<file path="src/rtl/binary_codec_pkg.sv">
// Shared definitions for the binary encoder/decoder family: code and one-hot
// widths, the decoder sequencer state type and the 2-to-4 decode helper.
package binary_codec_pkg;

  localparam int CODE_W   = 2;
  localparam int ONEHOT_W = 4;

  typedef enum logic [1:0] {
    IDLE  = 2'd0,
    DWELL = 2'd1,
    GAP   = 2'd2
  } dec_state_t;

  // 2-bit binary code to one-hot word, code value selects the set bit.
  function automatic logic [ONEHOT_W-1:0] decode24(input logic [CODE_W-1:0] code);
    logic [ONEHOT_W-1:0] word;
    case (code)
      2'b00:   word = 4'b0001;
      2'b01:   word = 4'b0010;
      2'b10:   word = 4'b0100;
      2'b11:   word = 4'b1000;
      default: word = 4'b0000;
    endcase
    return word;
  endfunction

endpackage

</file>
<file path="src/rtl/binary_decoder24_seq_if.sv">
// Handshake input and one-hot output bundle of binary_decoder24_seq.
// The slave modport is the decoder itself; master is the producer/consumer side.
interface binary_decoder24_seq_if;
  logic En;
  logic in_valid;
  logic in_ready;
  logic q1;
  logic q0;
  logic d3;
  logic d2;
  logic d1;
  logic d0;
  logic out_valid;
  logic busy;

  modport slave (
    input  En, in_valid, q1, q0,
    output in_ready, d3, d2, d1, d0, out_valid, busy
  );

  modport master (
    output En, in_valid, q1, q0,
    input  in_ready, d3, d2, d1, d0, out_valid, busy
  );
endinterface

</file>
<file path="src/rtl/binary_decoder24_seq_fifo4.sv">
// binary_fifo4: small synchronous FIFO of CODE_W-bit codes. Pointers wrap via
// a DEPTH-1 mask (DEPTH is a power of two); an occupancy counter one bit wider
// than the pointers gives full/empty. Push when full and pop when empty are ignored.
module binary_fifo4
  import binary_codec_pkg::*;
#(
  parameter int DEPTH = 4
) (
  input  logic              clk,
  input  logic              rst,
  input  logic              push,
  input  logic              pop,
  input  logic [CODE_W-1:0] din,
  output logic [CODE_W-1:0] dout,
  output logic              full,
  output logic              empty
);

  localparam int AW = $clog2(DEPTH);
  localparam logic [AW-1:0] PTR_MASK = AW'(DEPTH - 1);
  localparam logic [AW:0]   LVL_FULL = (AW + 1)'(DEPTH);
  localparam logic [AW-1:0] PTR_ONE  = {{(AW - 1){1'b0}}, 1'b1};
  localparam logic [AW:0]   LVL_ONE  = {{AW{1'b0}}, 1'b1};

  logic [CODE_W-1:0] mem_r [DEPTH];
  logic [AW-1:0]     wr_ptr_r;
  logic [AW-1:0]     rd_ptr_r;
  logic [AW:0]       count_r;
  logic              push_ok_s;
  logic              pop_ok_s;

  assign full      = (count_r == LVL_FULL);
  assign empty     = (count_r == {(AW + 1){1'b0}});
  assign push_ok_s = push && !full;
  assign pop_ok_s  = pop && !empty;
  assign dout      = mem_r[rd_ptr_r];

  // Storage array write; contents need no reset since occupancy guards reads.
  always_ff @(posedge clk) begin
    if (push_ok_s) begin
      mem_r[wr_ptr_r] <= din;
    end
  end

  // Pointer and occupancy bookkeeping with synchronous flush.
  always_ff @(posedge clk) begin
    if (rst) begin
      wr_ptr_r <= {AW{1'b0}};
      rd_ptr_r <= {AW{1'b0}};
      count_r  <= {(AW + 1){1'b0}};
    end else begin
      if (push_ok_s) begin
        wr_ptr_r <= (wr_ptr_r + PTR_ONE) & PTR_MASK;
      end
      if (pop_ok_s) begin
        rd_ptr_r <= (rd_ptr_r + PTR_ONE) & PTR_MASK;
      end
      case ({push_ok_s, pop_ok_s})
        2'b10:   count_r <= count_r + LVL_ONE;
        2'b01:   count_r <= count_r - LVL_ONE;
        default: count_r <= count_r;
      endcase
    end
  end

endmodule

</file>
<file path="src/rtl/binary_decoder24_seq.sv">
// binary_decoder24_seq: sequenced 2-to-4 decoder. Codes {q1,q0} are queued in
// binary_fifo4 and each is shown as a registered one-hot word for DWELL enabled
// cycles, followed by GAP all-zero cycles. En low freezes the sequencer and
// blanks the outputs. Optional macro BINARY_DECODER24_CNT_EN adds dec_count,
// a wrapping count of popped codes.
module binary_decoder24_seq
  import binary_codec_pkg::*;
#(
  parameter int DWELL = 4,
  parameter int GAP   = 1,
  parameter int DEPTH = 4
) (
  input  logic                   clk,
  input  logic                   rst,
  binary_decoder24_seq_if.slave  bus
`ifdef BINARY_DECODER24_CNT_EN
  ,
  output logic [7:0]             dec_count
`endif
);

  // Enum literals share names with the timing parameters, so states are
  // always written with the package scope below.
  localparam logic [7:0] DWELL_LD = 8'(DWELL - 1);
  localparam logic [7:0] GAP_LD   = (GAP > 0) ? 8'(GAP - 1) : 8'd0;
  localparam bit         GAP_ON   = (GAP != 0);

  dec_state_t          state_r;
  logic [7:0]          cnt_r;
  logic [7:0]          gcnt_r;
  logic [ONEHOT_W-1:0] word_r;
  logic [ONEHOT_W-1:0] d_r;
  logic                out_valid_r;

  logic [CODE_W-1:0]   code_s;
  logic [CODE_W-1:0]   head_s;
  logic                full_s;
  logic                empty_s;
  logic                in_ready_s;
  logic                push_s;
  logic                pop_s;

  assign code_s     = {bus.q1, bus.q0};
  assign in_ready_s = !full_s && !rst;
  assign push_s     = bus.in_valid && in_ready_s;

  binary_fifo4 #(.DEPTH(DEPTH)) u_fifo (
    .clk   (clk),
    .rst   (rst),
    .push  (push_s),
    .pop   (pop_s),
    .din   (code_s),
    .dout  (head_s),
    .full  (full_s),
    .empty (empty_s)
  );

  // Pop decision from pre-edge occupancy, so a same-edge push is never popped.
  always_comb begin
    pop_s = 1'b0;
    if (bus.En && !empty_s) begin
      case (state_r)
        binary_codec_pkg::IDLE:  pop_s = 1'b1;
        binary_codec_pkg::DWELL: pop_s = (cnt_r == 8'd0) && !GAP_ON;
        binary_codec_pkg::GAP:   pop_s = (gcnt_r == 8'd0);
        default:                 pop_s = 1'b0;
      endcase
    end else begin
      pop_s = 1'b0;
    end
  end

  // Sequencer: dwell/gap counting and registered one-hot outputs; En low
  // freezes state and counters while blanking the outputs.
  always_ff @(posedge clk) begin
    if (rst) begin
      state_r     <= binary_codec_pkg::IDLE;
      cnt_r       <= 8'd0;
      gcnt_r      <= 8'd0;
      word_r      <= 4'b0000;
      d_r         <= 4'b0000;
      out_valid_r <= 1'b0;
    end else if (!bus.En) begin
      d_r         <= 4'b0000;
      out_valid_r <= 1'b0;
    end else begin
      case (state_r)
        binary_codec_pkg::IDLE: begin
          if (pop_s) begin
            word_r      <= decode24(head_s);
            d_r         <= decode24(head_s);
            out_valid_r <= 1'b1;
            cnt_r       <= DWELL_LD;
            state_r     <= binary_codec_pkg::DWELL;
          end else begin
            d_r         <= 4'b0000;
            out_valid_r <= 1'b0;
          end
        end
        binary_codec_pkg::DWELL: begin
          if (cnt_r != 8'd0) begin
            cnt_r       <= cnt_r - 8'd1;
            d_r         <= word_r;
            out_valid_r <= 1'b1;
          end else if (GAP_ON) begin
            d_r         <= 4'b0000;
            out_valid_r <= 1'b0;
            gcnt_r      <= GAP_LD;
            state_r     <= binary_codec_pkg::GAP;
          end else if (pop_s) begin
            word_r      <= decode24(head_s);
            d_r         <= decode24(head_s);
            out_valid_r <= 1'b1;
            cnt_r       <= DWELL_LD;
          end else begin
            d_r         <= 4'b0000;
            out_valid_r <= 1'b0;
            state_r     <= binary_codec_pkg::IDLE;
          end
        end
        binary_codec_pkg::GAP: begin
          if (gcnt_r != 8'd0) begin
            gcnt_r      <= gcnt_r - 8'd1;
            d_r         <= 4'b0000;
            out_valid_r <= 1'b0;
          end else if (pop_s) begin
            word_r      <= decode24(head_s);
            d_r         <= decode24(head_s);
            out_valid_r <= 1'b1;
            cnt_r       <= DWELL_LD;
            state_r     <= binary_codec_pkg::DWELL;
          end else begin
            d_r         <= 4'b0000;
            out_valid_r <= 1'b0;
            state_r     <= binary_codec_pkg::IDLE;
          end
        end
        default: begin
          d_r         <= 4'b0000;
          out_valid_r <= 1'b0;
          state_r     <= binary_codec_pkg::IDLE;
        end
      endcase
    end
  end

`ifdef BINARY_DECODER24_CNT_EN
  // Count of popped codes, wrapping 255 -> 0.
  always_ff @(posedge clk) begin
    if (rst) begin
      dec_count <= 8'd0;
    end else if (pop_s) begin
      dec_count <= dec_count + 8'd1;
    end else begin
      dec_count <= dec_count;
    end
  end
`endif

  assign bus.in_ready  = in_ready_s;
  assign bus.d3        = d_r[3];
  assign bus.d2        = d_r[2];
  assign bus.d1        = d_r[1];
  assign bus.d0        = d_r[0];
  assign bus.out_valid = out_valid_r;
  // Built only from registered state and registered occupancy.
  assign bus.busy      = (state_r != binary_codec_pkg::IDLE) || !empty_s;

endmodule
</file>
<file path="src/flat_wrapper.sv">
// flat-port wrapper written by rule: the top's interface ports become plain ports
module binary_decoder24_seq_flat import binary_codec_pkg::*;
#(
  parameter int DWELL = 4,
  parameter int GAP   = 1,
  parameter int DEPTH = 4
)
  (clk, rst, bus_En, bus_in_valid, bus_q1, bus_q0, bus_in_ready, bus_d3, bus_d2, bus_d1, bus_d0, bus_out_valid, bus_busy);
  binary_decoder24_seq_if bus_i ();
  input  logic clk;
  input  logic rst;
  input wire logic [$bits(bus_i.En)-1:0] bus_En;
  input wire logic [$bits(bus_i.in_valid)-1:0] bus_in_valid;
  input wire logic [$bits(bus_i.q1)-1:0] bus_q1;
  input wire logic [$bits(bus_i.q0)-1:0] bus_q0;
  output wire logic [$bits(bus_i.in_ready)-1:0] bus_in_ready;
  output wire logic [$bits(bus_i.d3)-1:0] bus_d3;
  output wire logic [$bits(bus_i.d2)-1:0] bus_d2;
  output wire logic [$bits(bus_i.d1)-1:0] bus_d1;
  output wire logic [$bits(bus_i.d0)-1:0] bus_d0;
  output wire logic [$bits(bus_i.out_valid)-1:0] bus_out_valid;
  output wire logic [$bits(bus_i.busy)-1:0] bus_busy;
  assign bus_i.En = bus_En;
  assign bus_i.in_valid = bus_in_valid;
  assign bus_i.q1 = bus_q1;
  assign bus_i.q0 = bus_q0;
  assign bus_in_ready = bus_i.in_ready;
  assign bus_d3 = bus_i.d3;
  assign bus_d2 = bus_i.d2;
  assign bus_d1 = bus_i.d1;
  assign bus_d0 = bus_i.d0;
  assign bus_out_valid = bus_i.out_valid;
  assign bus_busy = bus_i.busy;
  binary_decoder24_seq #(.DWELL(DWELL), .GAP(GAP), .DEPTH(DEPTH)) u_core (.clk(clk), .rst(rst), .bus(bus_i));
endmodule
</file>
<file path="config.mk">
export PLATFORM = sky130hd
export DESIGN_NAME = binary_decoder24_seq_flat
export DESIGN_NICKNAME = d
export VERILOG_FILES = /design/src/rtl/binary_codec_pkg.sv /design/src/rtl/binary_decoder24_seq_if.sv /design/src/rtl/binary_decoder24_seq_fifo4.sv /design/src/rtl/binary_decoder24_seq.sv /design/src/flat_wrapper.sv
export SDC_FILE = /design/constraint.sdc
export NUM_CORES = 1
export LEC_CHECK = 0
export BUFFER_PORTS_ARGS = -buffer_cell sky130_fd_sc_hd__buf_2
export CAP_MARGIN = 20
export CORE_ASPECT_RATIO = 2
export CORE_MARGIN = 1.5
export CORE_UTILIZATION = 54
export CTS_CLUSTER_SIZE = 30
export DETAILED_ROUTE_END_ITERATION = 12
export PLACE_DENSITY = 0.76
export SLEW_MARGIN = 5
export SYNTH_ARGS = -nofsm -noshare
export SYNTH_HDL_FRONTEND = slang
export SYNTH_HIERARCHICAL = 1
export SYNTH_SLANG_ARGS = --single-unit
</file>
<file path="constraint.sdc">
create_clock -name clk -period 2.6 [get_ports clk]
set_input_delay 0.13 -clock clk [delete_from_list [all_inputs] [get_ports clk]]
set_output_delay 0.13 -clock clk [all_outputs]
set_load 0.005 [all_outputs]
</file>
==> metrics.txt, run 1 <==
layout cells sized above 1=24.2%; Worst Skew=about 0.0044 ns; setup TNS=0 ns; CTS tree=yes; synthesized flop and latch total=44; period utilisation layout=95.7%; CP required=around 2.8 ns; Initial Util=between 50% and 60%; status=completed; vias in the first global route=between 1500 and 2000; via count=1770; clock-pin slew on the worst setup and hold paths=around 0.080 ns; Final #Nets=roughly 270; first-pass GRT wire length=between 7 and 8 mm; worst-margin pin slew=0.540 ns; dpl cell area=roughly 2400 sq um; power density over the cells=about 600 nW/um^2; hold_ws=0.0386 ns; Tot Pwr=~1.5 mW; R2R cell count=11; gp weighted congestion=about 0.85; Max-Cap Viols=0; DR pass1 iterations=4; Post-Place Worst Slack=roughly 0.023 ns; Peak Freq=~400 MHz; worst skew pair latency=0.30 ns; DR iter-0 viols=44; htree depth=2; Die Wd=~48 microns; DR WL/cell=about 14 microns; Final Hold Viols=0; GRT Residual Overflow=0; synthesized area=between 2000 and 2500 sq um; CTS Buf Count=5; Die Y=92.7 microns; Tmin final=2.49 ns; kind of critical path=flop to flop; Root Buffer=clkbuf_8; reg2reg start=u_core/u_fifo/count_r[2]; Synth Warn #=6; io pins=13; peak supply drop=between 0.4 and 0.5 mV; Mapped Avg Cell Area=about 9.5 sq um; asr flop ratio synth=0%; Worst setup SP type=flop; aggregate global-route resource usage=23.1%; DRT antenna net count=0; CORE AREA=around 3800 sq um; clk sink count=44; sequential share of the synthesized area=between 40 and 50%; PnR worst setup slack=about 0.11 ns; crit-path max FO=5; die area=4430 sq um; Area Growth Syn to Fin=16.9%; Syn Inst Count=228; crit path launch=u_core/u_fifo/count_r[2]; final WL=4.43 mm; remaining routing DRC violations=0; Main synth FF type=dfxtp_1; WHS Path Cells=1; post-route cell area=between 2000 and 3000 sq um; post-synth net total=about 240; Final Setup Violations=0; CTS Hold Bufs=0; max-slew violations=0; slew margin rel.=between 60% and 70%; vias per cell=just under 6; most frequent cells in the layout=dfxtp_1, a21oi_1, nor2_1, buf_4; Hold Crit Class=primary input to flop; initial antenna violation count=0; Netlist cell types=47; Worst Path Arrival=between 2 and 3 ns; FP Rows=32; DP HPWL=3.33 mm; PortBufs=12; leakage power=0.910 nW; Reg2Reg Setup Slack=between 0.1 and 0.15 ns; Hold Path Origin=bus_q1; Ant. Diodes=0; EDFF count, synth=8; maximum clock path buffer count=2; largest net degree at the start of global routing=29; leading cell type in the layout, fill and taps excluded=dfxtp_1; CP Capture Type=flop
## flip-flops by register name, summed over array words and instances, names as in the netlist, named ones only
register / cells
u_core/d_r: 4
u_core/u_fifo/rd_ptr_r: 2
u_core/u_fifo/wr_ptr_r: 2
u_core/gcnt_r: 8
u_core/state_r: 2
u_core/word_r: 4
u_core/cnt_r: 8
u_core/u_fifo/count_r: 3
u_core/bus.out_valid: 1
u_core/u_fifo/mem_r: 8
## cell families after synthesis
group	synth area share [%]
simple gates	23.0
compound gates	17.7
flops	44.2
buf+inv	3.51
fa+ha+maj	6.11
xor+xnor	2.42
mux	3.00
## through the flow
step / cells / utilization [%]
final: 307 / 66.0
after global routing: 307 / 66.0
after CTS: 303 / 64.3
after detailed placement: 295 / 61.3
after global placement: 295 / 61.3
after floorplan: 228 / -
## layout make-up
type / instances / area (sq um)
multi-input combinational: 164 / 1170
inverter: 14 / 52.6
timing repair buffer: 26 / 165
fill: 339 / 1310
clock inverter: 3 / 46.3
clock buffer: 5 / 68.8
tap: 51 / 63.8
sequential: 44 / 971
## per-layer routing
| layer | global-route usage (%) | vias up | wire (microns) |
|---|---|---|---|
| li1 | - | 886 | - |
| met3 | 4.29 | 10 | 112 |
| met2 | 41.8 | 39 | 2630 |
| met4 | 9.01 | 0 | 117 |
| met1 | 23.9 | 835 | 1580 |
| met5 | 0 | - | 0 |
## path summary, 6_finish.rpt
path / end
setup / recovery: u_core/u_fifo/count_r[2]
hold / removal: u_core/u_fifo/mem_r[0][1]
setup reg to reg: u_core/u_fifo/count_r[2]
hold reg to reg: u_core/d_r[1]
## cells in the mapped netlist, drive strengths merged (7+ instances only)
cell type,n,share of area [%]
nor2,15,2.6
inv,14,2.4
and2,7,2.0
o21ai,11,2.5
nand2b,8,2.3
dfxtp,36,33
nand3,8,1.8
edfxtp,8,11
a21oi,25,5.9
nand2,9,1.6
ha,9,5.2
## worst max-delay path: stages, from the launching register on
cell and delay [ns]:
dfxtp_2 0.40, nor3_2 0.09, or3_1 0.36, nor2_2 0.17
o31ai_4 0.10, inv_1 0.07, ha_2 0.18, inv_1 0.06
fa_2 0.33, xor2_1 0.15, or3_1 0.39, a21oi_2 0.12
## where the power goes
| part | total (mW) | switching (mW) | internal, mW |
|---|---|---|---|
| Combinational | 0.245 | 0.138 | 0.107 |
| Sequential | 0.747 | 0.0274 | 0.720 |
| Clock | 0.529 | 0.240 | 0.289 |
| Total | 1.52 | 0.405 | 1.12 |
## what timing repair did
action | in CTS | in global routing
buffers inserted | 0 | 4
resized for setup | 0 | 14
endpoints found under the setup margin | 0 | 1
hold endpoints to repair | 0 | 0
Note: power is estimated with default switching activity, not from simulation.
==> run 2, diff against run 1 <==
--- a/config.mk
+++ b/config.mk
@@ -12,8 +12,7 @@
 export CORE_UTILIZATION = 54
 export CTS_CLUSTER_SIZE = 30
 export DETAILED_ROUTE_END_ITERATION = 12
-export PLACE_DENSITY = 0.76
-export SLEW_MARGIN = 5
+export PLACE_DENSITY = 0.81
 export SYNTH_ARGS = -nofsm -noshare
 export SYNTH_HDL_FRONTEND = slang
 export SYNTH_HIERARCHICAL = 1
==> run 2 against run 1 <==
Effect of this change: non-clock buffer count decreased by 4; first-iteration DRC count decreased by 18%; fmax increased by 1.6%; critical path depth unchanged; largest cell class unchanged; sequential power about the same; total power increased by 0.13%; via count increased by 0.62%; combinational power decreased by 2%.
==> metrics.txt, run 2 (synthesis results as in run 1) <==
status=completed; DR WL/cell=between 10 and 15 microns; CTS tree=yes; peak supply drop=0.609 mV; Worst Path Arrival=approximately 2.7 ns; Layout Utilization=65.0%; Final #Nets=267; Tmin final=between 2 and 2.5 ns; worst stage delay on the critical path=~0.43 ns; io pins=13; most frequent cells in the layout=dfxtp_1, a21oi_1, nor2_1, buf_2, inv_1; DRT antenna net count=0; Area Growth Syn to Fin=15.0%; power density over the cells=about 610 nW/um^2; crit-path max FO=5; met2 Use GR=43.2%; unrepaired setup endpoints after global routing=false; CP cell instances=nor3_2 > or3_1 > nor2_4 > o31ai_4 > inv_1 > ha_1 > inv_1 > fa_1 > xor2_1 > or3_1 > a21oi_1; DR iter-0 viols=36; vias in the first global route=roughly 1700; GR Util met3=under 10%; gp weighted congestion=between 0.8 and 0.9; initial antenna violation count=0; GRT Residual Overflow=0; Regs by FF count=u_core/cnt_r x8, u_core/gcnt_r x8, u_core/u_fifo/mem_r x8; setup TNS=0 ns; CTS Hold Bufs=0; Initial Util=between 50% and 60%; Die Y=between 90 and 100 microns; final WL=between 4 and 5 mm; worst-margin pin slew=0.482 ns; maximum clock path buffer count=2; DR pass1 iterations=4; die area=4430 sq um; PortBufs=12; Peak Freq=~400 MHz; remaining routing DRC violations=0; slew margin rel.=between 60% and 70%; clock-pin slew on the worst setup and hold paths=roughly 0.09 ns; htree depth=2; worst skew pair latency=0.30 ns; GR peak layer=met2; Root Buffer=clkbuf_8; Worst Skew=approximately 0.0065 ns; leakage power=0.891 nW; Max-Cap Viols=0; layout cells sized above 1=21.4%; first-pass GRT wire length=approximately 7.6 mm; aggregate global-route resource usage=about a quarter; leading cell type in the layout, fill and taps excluded=dfxtp_1; Crit-path slowest cell=dfxtp_2; max-slew violations=0; vias per cell=5.88; DP HPWL=about 3.2 mm; met1 global-route usage=a little under a quarter; period utilisation layout=~94%; clk sink count=44; CORE AREA=just under 4000 sq um; CP required=around 2.8 ns; kind of critical path=flop to flop; Ant. Diodes=0; Worst setup SP type=flop; CP Capture Type=flop; largest net degree at the start of global routing=29; CTS Buf Count=5; Setup Fix Bufs, Post-CTS=0; Final Hold Viols=0; Hold Crit Class=primary input to flop; Die Wd=roughly 48 microns; FP Rows=32; Final Setup Violations=0; via count=around 1800
-- run 2: layout make-up --
type	instances	area, sq um
fillers	349	1350
clock buffers	5	68.8
flip-flops and latches	44	965
repair buffers	22	135
well taps	51	63.8
inverters	14	52.6
clock inverters	3	46.3
multi-input cells	164	1170
-- run 2: path summary, 6_finish.rpt --
path         slack, ns  cells past startpoint                         to                startpoint
max reg2reg       0.15                     11   u_core/u_fifo/count_r[2]  u_core/u_fifo/count_r[0]
max               0.15                     11   u_core/u_fifo/count_r[2]  u_core/u_fifo/count_r[0]
min               0.05                      1  u_core/u_fifo/mem_r[3][1]                    bus_q1
min reg2reg       0.46                      2              u_core/d_r[2]          u_core/word_r[2]
-- run 2: stage by stage --
stage	std cells	power (mW)	worst slack [ns]	hold slack [ns]	area [sq um]
2_1_floorplan	228	0.921	0.0262	0.229	2180
5_1_grt	303	1.59	0.00759	0.0423	2500
6_report	303	1.52	0.151	0.0451	2500
4_1_cts	303	1.53	0.0866	0.0389	2470
3_5_place_dp	295	0.994	0.108	0.355	2360
3_3_place_gp	295	0.990	0.205	0.359	2360
-- run 2: what timing repair did --
item,4_1_cts,5_1_grt
gates resized for setup,0,9
endpoints found under the hold margin,0,0
endpoints found under the setup margin,0,1
-- run 2: worst max-delay path, delay by kind of cell, from the launching register on --
kind                     cells  cell delay (ns)
AND/OR/NAND/NOR              4             0.90
adder cells (fa/ha/maj)      2             0.54
flip-flops                   1             0.43
AO/OA/AOI/OAI                2             0.23
XOR/XNOR                     1             0.16
buffers and inverters        2             0.12
-- run 2: metal layers --
layer	up-vias	part of all wire, %
met5	-	0
met4	0	2.2
met3	7	2.5
met2	34	60
met1	865	36
li1	875	-
-- run 2: report_power, final --
group,switching [mW],internal (mW)
Combinational,0.135,0.104
Sequential,0.0262,0.720
Clock,0.248,0.289
